`src/rtl/ace_rd_arbiter.sv`:
```
// Two-requester ACE read arbiter: round-robin AR grant, one transaction in flight,
// R channel steered back to the granted requester, RACK issued after the last beat.
module ace_rd_arbiter #(
    parameter int ADDR_WIDTH = 32,
    parameter int DATA_WIDTH = 64,
    parameter int ID_WIDTH   = 4
) (
    input  logic                      clk,
    input  logic                      rst,
    // requester side (index 0 = IFU, index 1 = LSU)
    input  logic [1:0]                s_arvalid,
    output logic [1:0]                s_arready,
    input  logic [2*ADDR_WIDTH-1:0]   s_araddr,
    input  logic [15:0]               s_arlen,
    input  logic [7:0]                s_arsnoop,
    output logic [1:0]                s_rvalid,
    input  logic [1:0]                s_rready,
    output logic [DATA_WIDTH-1:0]     s_rdata,
    output logic [3:0]                s_rresp,
    output logic                      s_rlast,
    // downstream side
    output logic                      m_arvalid,
    input  logic                      m_arready,
    output logic [ID_WIDTH-1:0]       m_arid,
    output logic [ADDR_WIDTH-1:0]     m_araddr,
    output logic [7:0]                m_arlen,
    output logic [3:0]                m_arsnoop,
    input  logic                      m_rvalid,
    output logic                      m_rready,
    input  logic [ID_WIDTH-1:0]       m_rid,
    input  logic [DATA_WIDTH-1:0]     m_rdata,
    input  logic [3:0]                m_rresp,
    input  logic                      m_rlast,
    output logic                      m_rack,
    output logic                      err
);

    localparam logic [1:0] ST_IDLE = 2'd0;
    localparam logic [1:0] ST_ADDR = 2'd1;
    localparam logic [1:0] ST_DATA = 2'd2;
    localparam logic [1:0] ST_ACK  = 2'd3;

    logic [1:0]            state;
    logic [1:0]            state_nxt;
    // Holds the current grant and doubles as the last-grant record for round-robin.
    logic                  grant;
    logic                  grant_nxt;
    logic [7:0]            beat_cnt;
    logic [7:0]            exp_len;
    logic [ID_WIDTH-1:0]   grant_id;
    logic [ADDR_WIDTH-1:0] sel_addr;
    logic [7:0]            sel_len;
    logic [3:0]            sel_snoop;
    logic                  ar_hs;
    logic                  r_hs;
    logic                  beat_err;

    // NOTE: every signal assigned in an always_comb gets a default first, so no path leaves it unassigned and no latch is inferred.
    always_comb begin
        grant_nxt = grant;
        case (s_arvalid)
            2'b01:   grant_nxt = 1'b0;
            2'b10:   grant_nxt = 1'b1;
            2'b11:   grant_nxt = ~grant;
            default: grant_nxt = grant;
        endcase
    end

    always_comb begin
        grant_id    = '0;
        grant_id[0] = grant;
    end

    assign sel_addr  = grant ? s_araddr[2*ADDR_WIDTH-1:ADDR_WIDTH] : s_araddr[ADDR_WIDTH-1:0];
    assign sel_len   = grant ? s_arlen[15:8]   : s_arlen[7:0];
    assign sel_snoop = grant ? s_arsnoop[7:4]  : s_arsnoop[3:0];

    assign ar_hs = (state == ST_ADDR) && m_arready;
    assign r_hs  = (state == ST_DATA) && m_rvalid && s_rready[grant];

    // A beat is malformed if its ID is foreign or RLAST disagrees with the requested length.
    assign beat_err = (m_rid != grant_id)
                    || ( m_rlast && (beat_cnt != exp_len))
                    || (!m_rlast && (beat_cnt == exp_len));

    always_comb begin
        state_nxt = state;
        case (state)
            ST_IDLE: if (|s_arvalid) state_nxt = ST_ADDR;
            ST_ADDR: if (ar_hs)      state_nxt = ST_DATA;
            ST_DATA: if (r_hs && m_rlast) state_nxt = ST_ACK;
            ST_ACK:  state_nxt = ST_IDLE;
            default: state_nxt = ST_IDLE;
        endcase
    end

    always_comb begin
        m_arvalid = 1'b0;
        m_arid    = '0;
        m_araddr  = '0;
        m_arlen   = '0;
        m_arsnoop = '0;
        s_arready = '0;
        s_rvalid  = '0;
        m_rready  = 1'b0;
        s_rdata   = '0;
        s_rresp   = '0;
        s_rlast   = 1'b0;
        m_rack    = 1'b0;
        case (state)
            ST_ADDR: begin
                m_arvalid        = 1'b1;
                m_arid           = grant_id;
                m_araddr         = sel_addr;
                m_arlen          = sel_len;
                m_arsnoop        = sel_snoop;
                s_arready[grant] = m_arready;
            end
            ST_DATA: begin
                s_rvalid[grant] = m_rvalid;
                m_rready        = s_rready[grant];
                s_rdata         = m_rdata;
                s_rresp         = m_rresp;
                s_rlast         = m_rlast;
            end
            ST_ACK:  m_rack = 1'b1;
            default: ;
        endcase
    end

    // NOTE: sequential state uses non-blocking assignments so every flop samples pre-edge values.
    always_ff @(posedge clk or posedge rst) begin
        if (rst) begin
            state    <= ST_IDLE;
            grant    <= 1'b1;
            beat_cnt <= '0;
            exp_len  <= '0;
            err      <= 1'b0;
        end else begin
            state <= state_nxt;
            if ((state == ST_IDLE) && (|s_arvalid))
                grant <= grant_nxt;
            if (ar_hs) begin
                beat_cnt <= '0;
                exp_len  <= sel_len;
            end else if (r_hs) begin
                beat_cnt <= beat_cnt + 8'd1;
            end
            if (r_hs && beat_err)
                err <= 1'b1;
        end
    end

endmodule

```
`config.mk`:
```
export PLATFORM = sky130hd
export DESIGN_NAME = ace_rd_arbiter
export DESIGN_NICKNAME = d
export VERILOG_FILES = /design/src/rtl/ace_rd_arbiter.sv
export SDC_FILE = /design/constraint.sdc
export NUM_CORES = 1
export LEC_CHECK = 0
export CAP_MARGIN = 15
export CELL_PAD_IN_SITES_DETAIL_PLACEMENT = 1
export CELL_PAD_IN_SITES_GLOBAL_PLACEMENT = 2
export CORE_ASPECT_RATIO = 0.5
export CORE_MARGIN = 10
export CORE_UTILIZATION = 12
export DETAILED_ROUTE_END_ITERATION = 8
export PLACE_DENSITY_LB_ADDON = 0.1
export SLEW_MARGIN = 20
export SYNTH_ARGS = -nofsm -noshare
export SYNTH_HDL_FRONTEND = slang
export SYNTH_SLANG_ARGS = --single-unit
```
`constraint.sdc`:
```
create_clock -name clk -period 2.5 [get_ports clk]
set_input_delay 0.75 -clock clk [delete_from_list [all_inputs] [get_ports clk]]
set_output_delay 0.75 -clock clk [all_outputs]
set_load 0.01 [all_outputs]
```
After elaboration in Yosys (flattened, before gate mapping)
Cells that the tools add are included.
{ "totals": {"ff_bits": 20, "in_bits": 169, "out_inout_bits": 125, "wordCells": 67} }
{ "op_classes": {"n_addsub": 1, "n_lt_le_gt_ge": 2, "eq_ne": 12, "n_mux": 26, "bitwise_logic": 3, "reduce_logical": 18} }
{ "op_table": {"columns": ["op", "count"], "rows": [
  ["$mux 32", 2],
  ["$mux 64", 1],
  ["$mux 8", 4],
  ["$mux 4", 3],
  ["$mux 2", 5],
  ["$logic_and 1x1->1", 9],
  ["$add 8x1->8 const B", 1],
  ["$eq 2x2->1 const B", 4],
  ["$eq 8x8->1", 1],
  ["$mux 1", 8],
  ["$ne 8x8->1", 1],
  ["$pmux 2 s4", 1],
  ["$and 2x2->2", 2],
  ["$eq 2x1->1 const B", 2],
  ["$ne 2x2->1 const B", 2],
  ["$ne 4x1->1", 1],
  ["$pmux 1 s3", 1],
  ["$reduce_and 3->1", 1],
  ["$reduce_bool 3->1", 1],
  ["$logic_not 2->1", 1],
  ["$logic_or 1x1->1", 2],
  ["$lt 1x2->1 const B", 1],
  ["$ne 2x1->1 const B", 1],
  ["$reduce_and 2->1", 1],
  ["other kinds (6)", 6]
]} }

Logic depth before layout (Yosys ltp)
{ "depth": {"ltp_word": 6, "mapped_depth": 7, "depth_no_buf": 6} }

Least setup slack after synthesis
Ideal clock, no wire load.
{ "synth_path": {"path_type": "reg2out", "from": "register state[1]", "to": "output port m_araddr[22]", "arrival_time_ns": 1.367, "t_required_ns": 1.750, "slack_ns": 0.383, "stages_incl_launch_ff": 6, "path_buffers": 2, "path_cell_list": "dfrtp_1 inv_1 ha_1 clkbuf_1 clkbuf_1 nor2b_1"} }
{ "synth_via": {"elab_chain_len": 2} }
{ "synth_rtl": {"columns": ["element", "line_no", "rtl"], "rows": [
  ["start: declaration", "43", "logic [1:0] state;"],
  ["start signal: assignment", "140", "state <= state_nxt;"],
  ["$eq 2x1->1", "110", "case (state)"],
  ["$mux 32", "110", null],
  ["end: declaration", "25", "output logic [ADDR_WIDTH-1:0] m_araddr,"]
]} }
Every way passes these cells.

Worst setup path after layout
{ "layout_path": {"from": "register grant", "to": "output port m_araddr[30]"} }
{ "layout_via": {"elab_chain_len": 2} }
{ "layout_rtl": {"columns": ["element", "line_no", "rtl"], "rows": [
  ["start: declaration", "46", "logic grant;"],
  ["start signal: assignment", "142", "grant <= grant_nxt;"],
  ["$mux 32", "74", "assign sel_addr = grant ? s_araddr[2*ADDR_WIDTH-1:ADDR_WIDTH] : s_araddr[ADDR_WIDTH-1:0];"],
  ["$mux 32", "110", null]
]} }
Every way passes these cells.

==> impl.org <==
** Setup path
- Required @ worst endpoint :: 1.75 ns
- The worst register-to-register path has a depth of 7.
- Category of the most critical setup path :: reg2out
- Data on the critical path arrives at its endpoint at 1.70 ns.
- The worst setup path is launched from a flip-flop.
- STA classifies the critical path endpoint as an output pin.
- Critical-path maximum fanout :: 11
- The setup check on the worst reg-to-reg path leaves a slack of just under 0.5 ns.

** Global route
- Met1 Resource Use GR :: 12.7%
- Entering global routing, the biggest net connects 32 pins.
- Global Route met2 Usage :: 21.4%
- Summed over all layers, the global routing overflow is 0.
- Routing layer with the top usage in global route :: met2
- The via count of the first global-routing pass came to 3,521.
- Wire length of the first global-routing pass :: 23.7 mm
- Antenna violations before repair :: 2
- Global routing consumed, on the met3 layer, under 10% of the routing resources.
- Total Routing Usage GR :: 11.9%

** Power and ir drop
- Net switching is 41.1% of the power.
- Per report_power, the clock group accounts for 7.8% of the total.
- Sequential power share :: 11.8%
- Max rail drop VDD :: 215 uV
- Internal power of the cells :: 2.78 mW
- Share of power burned in combinational logic :: 80.3%
- Summed over all nets, the switching power comes to 1.94 mW.
- Overall power consumption after layout is estimated at 4.72 mW.
- Power per standard cell area :: 795 nW/um2
- Leak :: about 2.9 nW

** Timing
- Setup repair after global routing could not meet its margin everywhere.
- Fin. max-slew vios :: 0
- Relative slew margins :: a little under two thirds
- Hold is met by roughly 0.56 ns.
- Clock tree skew after final layout :: approximately 0.0029 ns
- At the pin with the least slew margin, the transition time is roughly 0.54 ns.
- Crit share post-route :: between 90 and 100%
- Final-layout setup total negative slack :: 0 ns
- The routed design could run at a clock period as short as 2.45 ns.
- Final setup violation count :: 0
- Final Hold Violating Endpoints :: 0
- In the post-route analysis, the smallest setup slack over all paths is 0.0506 ns.
- Based on the critical path, the design can be clocked at up to between 400 and 500 MHz.

** Placement
- Input and output buffers added on the ports amount to 290.
- DP Area :: 5800 um2
- Post-Place Worst Slack :: -0.343 ns
- RePlAce Congestion :: slightly below 0.8
- Inst Count DP :: 859
- Placed wire-length estimate after detailed placement :: 14.6 mm

** Worst hold path
- Instance count along the most critical hold path :: 2
- Path category of the worst min-delay check :: reg2reg

** Yosys
- Yosys printed 0 warnings.
- The synthesized netlist devotes 4.10% of its cell area to compound gates.
- Synth Area in XOR/XNOR :: 5.59%
- Averaged over all synthesized cells, the footprint is ~8 um2.
- Fraction of post-synthesis cell area in the top cell type by area :: 20.2%
- The synthesized design contains 0 enable-type register cells.
- Mapped Cells :: around 290
- Counting flops with an async set or reset pin after synthesis yields a share of 100%.
- Adder-cell share of the synthesized area :: 2.66%
- After synthesis the cells add up to 2350 um2.
- Top cells by area, synth :: sky130_fd_sc_hd__dfrtp_1 (20%), sky130_fd_sc_hd__and2_1 (19%), sky130_fd_sc_hd__mux2i_1 (19%)
- Sequential cells were found to cover 21.3% of the synthesized design area.
- Simple-Gate Fraction of Synth Area :: 40.6%
- Portion of netlist area occupied by mux cells :: 20.3%
- Largest area contributor in the synthesized netlist :: sky130_fd_sc_hd__dfrtp_1
- Cell variety after synth :: 30
- For this run, the leading register cell type out of synthesis is sky130_fd_sc_hd__dfrtp_1.
- Dominant combinational cell family by area after synthesis :: simple AND/OR/NAND/NOR gates
- Flip-flop and latch count after synthesis :: 20

** Floorplan
- Number of cell rows :: 36
- The die covers 25,900 um2.
- Core area :: around 19,000 um2
- Die width :: between 200 and 250 um
- For this configuration, the core starts out at a cell density of 12.1%.
- The floorplan step set the die height to about 120 um.
- Pin placement for this block handled 294 I/O pins.

** Clock network
- CTS root buffer :: sky130_fd_sc_hd__clkbuf_16
- CTS tree :: yes
- The number of hold buffers added after CTS was 0.
- Clock-pin slew was measured on the worst setup and hold paths at 0.06 ns.
- CTS built an H-tree with a depth of 1.
- Worst-case clock buffer depth :: 2
- Number of CTS-inserted buffers :: 3
- The clock net in this run drives a total of 20 sinks.
- Insertion delay of the later-clocked pin in the worst-skew pair :: 0.25 ns

** Finish
- For this run, the post-layout net count is 783.
- The finished layout holds slightly below 900 standard cells, fillers aside.
- Final core utilization :: 30.6%
- In the final layout, the share of cells above drive strength 1 is 13.3%.
- Area growth syn-to-layout :: 152%
- Total area of sequential cells :: approximately 500 um2
- The filler cells instantiated in the layout total between 2k and 2.5k.
- The finished cells cover 5930 um2.
- Summing all multi-input logic gate instances after layout gives 1840 um2.

** Routing
- Final routed wirelength across all metal layers :: 16.6 mm
- After detailed routing, the number of remaining DRC violations is 0.
- First drt pass iteration count :: 4
- Across all layers, the routed design uses 3,240 vias.
- Number of design-rule violations left by the first detailed-router iteration :: 120
- Routed length per instance :: between 15 and 20 um
- Number of vias per cell after detailed routing :: 3.70
- Once detail routing completed, the nets flagged for antenna violations numbered 0.

** Status
- The run finished with clean final reports.

** Job
- The tool flagged a number of max-cap violations equal to 0.
## power groups by stage
stage / clock network, mW / logic [mW] / registers (mW)
3_3_place_gp: 0 / 3.99 / 0.554
2_1_floorplan: 0 / 1.71 / 0.527
4_1_cts: 0.382 / 3.78 / 0.556
3_5_place_dp: 0 / 3.96 / 0.553
6_report: 0.369 / 3.79 / 0.558
5_1_grt: 0.392 / 4.15 / 0.579
## layout make-up
class                           count  share of cell area, %
Clock buffer                        4                   1.50
Inverter                            3                  0.190
Tap cell                          266                   5.61
Timing Repair Buffer              333                   53.2
Antenna cell                        1                 0.0422
Sequential cell                    20                   8.45
Multi-Input combinational cell    248                   31.1
## registers in the layout (all words and copies together) (netlist names)
signal	cells
grant	1
exp_len	8
beat_cnt	8
err	1
state	2
## worst paths after layout
check / start / endpoint
max reg2reg: state[0]$_DFFE_PP0P_ / state[1]$_DFFE_PP0P_
max: grant$_DFFE_PP1P_ / m_araddr[30]
min: exp_len[4]$_DFFE_PP0P_ / exp_len[4]$_DFFE_PP0P_
max in group asynchronous: rst / grant$_DFFE_PP1P_
min reg2reg: exp_len[4]$_DFFE_PP0P_ / exp_len[4]$_DFFE_PP0P_
min in group asynchronous: rst / beat_cnt[3]$_DFFE_PP0P_
## cell usage after synthesis (4+ instances only)
library cell               count
sky130_fd_sc_hd__xor2_1       11
sky130_fd_sc_hd__buf_4         4
sky130_fd_sc_hd__clkbuf_1     17
sky130_fd_sc_hd__and2_1       73
sky130_fd_sc_hd__dfrtp_1      19
sky130_fd_sc_hd__ha_1          5
sky130_fd_sc_hd__nor4_1        4
sky130_fd_sc_hd__nor2b_1      47
sky130_fd_sc_hd__buf_2         4
sky130_fd_sc_hd__a21oi_1      11
sky130_fd_sc_hd__mux2i_1      45
sky130_fd_sc_hd__xnor2_1       4
sky130_fd_sc_hd__nand2_1       8
sky130_fd_sc_hd__nor2_1       19
## per-layer routing
layer / vias to the layer above / wire, um
met2: 139 / 8190
met3: 6 / 1820
li1: 1586 / -
met4: 2 / 75
met5: - / 13
met1: 1507 / 6490
## timing repair
action,CTS,global route
buffers inserted,7,5
cloned,0,0
endpoints found under the setup margin,119,40
resized for setup,153,47
## critical path, stage by stage (launching register included)
cell and delay, ns:
sky130_fd_sc_hd__dfstp_2 0.55, sky130_fd_sc_hd__buf_12 0.14, sky130_fd_sc_hd__buf_4 0.12, sky130_fd_sc_hd__buf_12 0.13
sky130_fd_sc_hd__mux2i_1 0.18, sky130_fd_sc_hd__nor2b_1 0.06, sky130_fd_sc_hd__clkdlybuf4s15_1 0.25
## layout by cell type (no fill, tap or decap), types with 2 or more instances in the layout
master,n
sky130_fd_sc_hd__buf_6,5
sky130_fd_sc_hd__nor2b_1,47
sky130_fd_sc_hd__buf_12,7
sky130_fd_sc_hd__nand3_1,3
sky130_fd_sc_hd__buf_4,30
sky130_fd_sc_hd__nor4b_1,2
sky130_fd_sc_hd__buf_2,5
sky130_fd_sc_hd__dfrtp_1,19
sky130_fd_sc_hd__dlymetal6s2s_1,2
sky130_fd_sc_hd__mux2i_2,3
sky130_fd_sc_hd__xnor2_1,4
sky130_fd_sc_hd__xor2_1,11
sky130_fd_sc_hd__nor4_1,4
sky130_fd_sc_hd__inv_2,2
sky130_fd_sc_hd__a21oi_1,11
sky130_fd_sc_hd__conb_1,3
sky130_fd_sc_hd__clkdlybuf4s15_1,11
sky130_fd_sc_hd__and2_1,73
sky130_fd_sc_hd__clkbuf_2,13
sky130_fd_sc_hd__dlygate4sd2_1,90
sky130_fd_sc_hd__ha_1,3
sky130_fd_sc_hd__clkbuf_16,3
sky130_fd_sc_hd__mux2i_1,36
sky130_fd_sc_hd__and4_1,2
sky130_fd_sc_hd__and3_1,2
sky130_fd_sc_hd__ha_4,2
sky130_fd_sc_hd__clkdlybuf4s50_1,169
sky130_fd_sc_hd__nor2_1,19
sky130_fd_sc_hd__nand2_1,8
sky130_fd_sc_hd__mux2i_4,6
## kinds of logic (layout without fill, tap and decap cells)
| logic type | count (synthesis) | in the layout |
|---|---|---|
| other | 1 | 4 |
| AOI/OAI and AO/OA | 16 | 16 |
| DFF | 20 | 20 |
| and+or+nand+nor | 162 | 162 |
| adders and majority gates | 5 | 5 |
| xor gates and xnor gates | 15 | 15 |
| buffers and inverters | 28 | 340 |
| muxes | 47 | 47 |
Power figures use the tool's default switching activity.
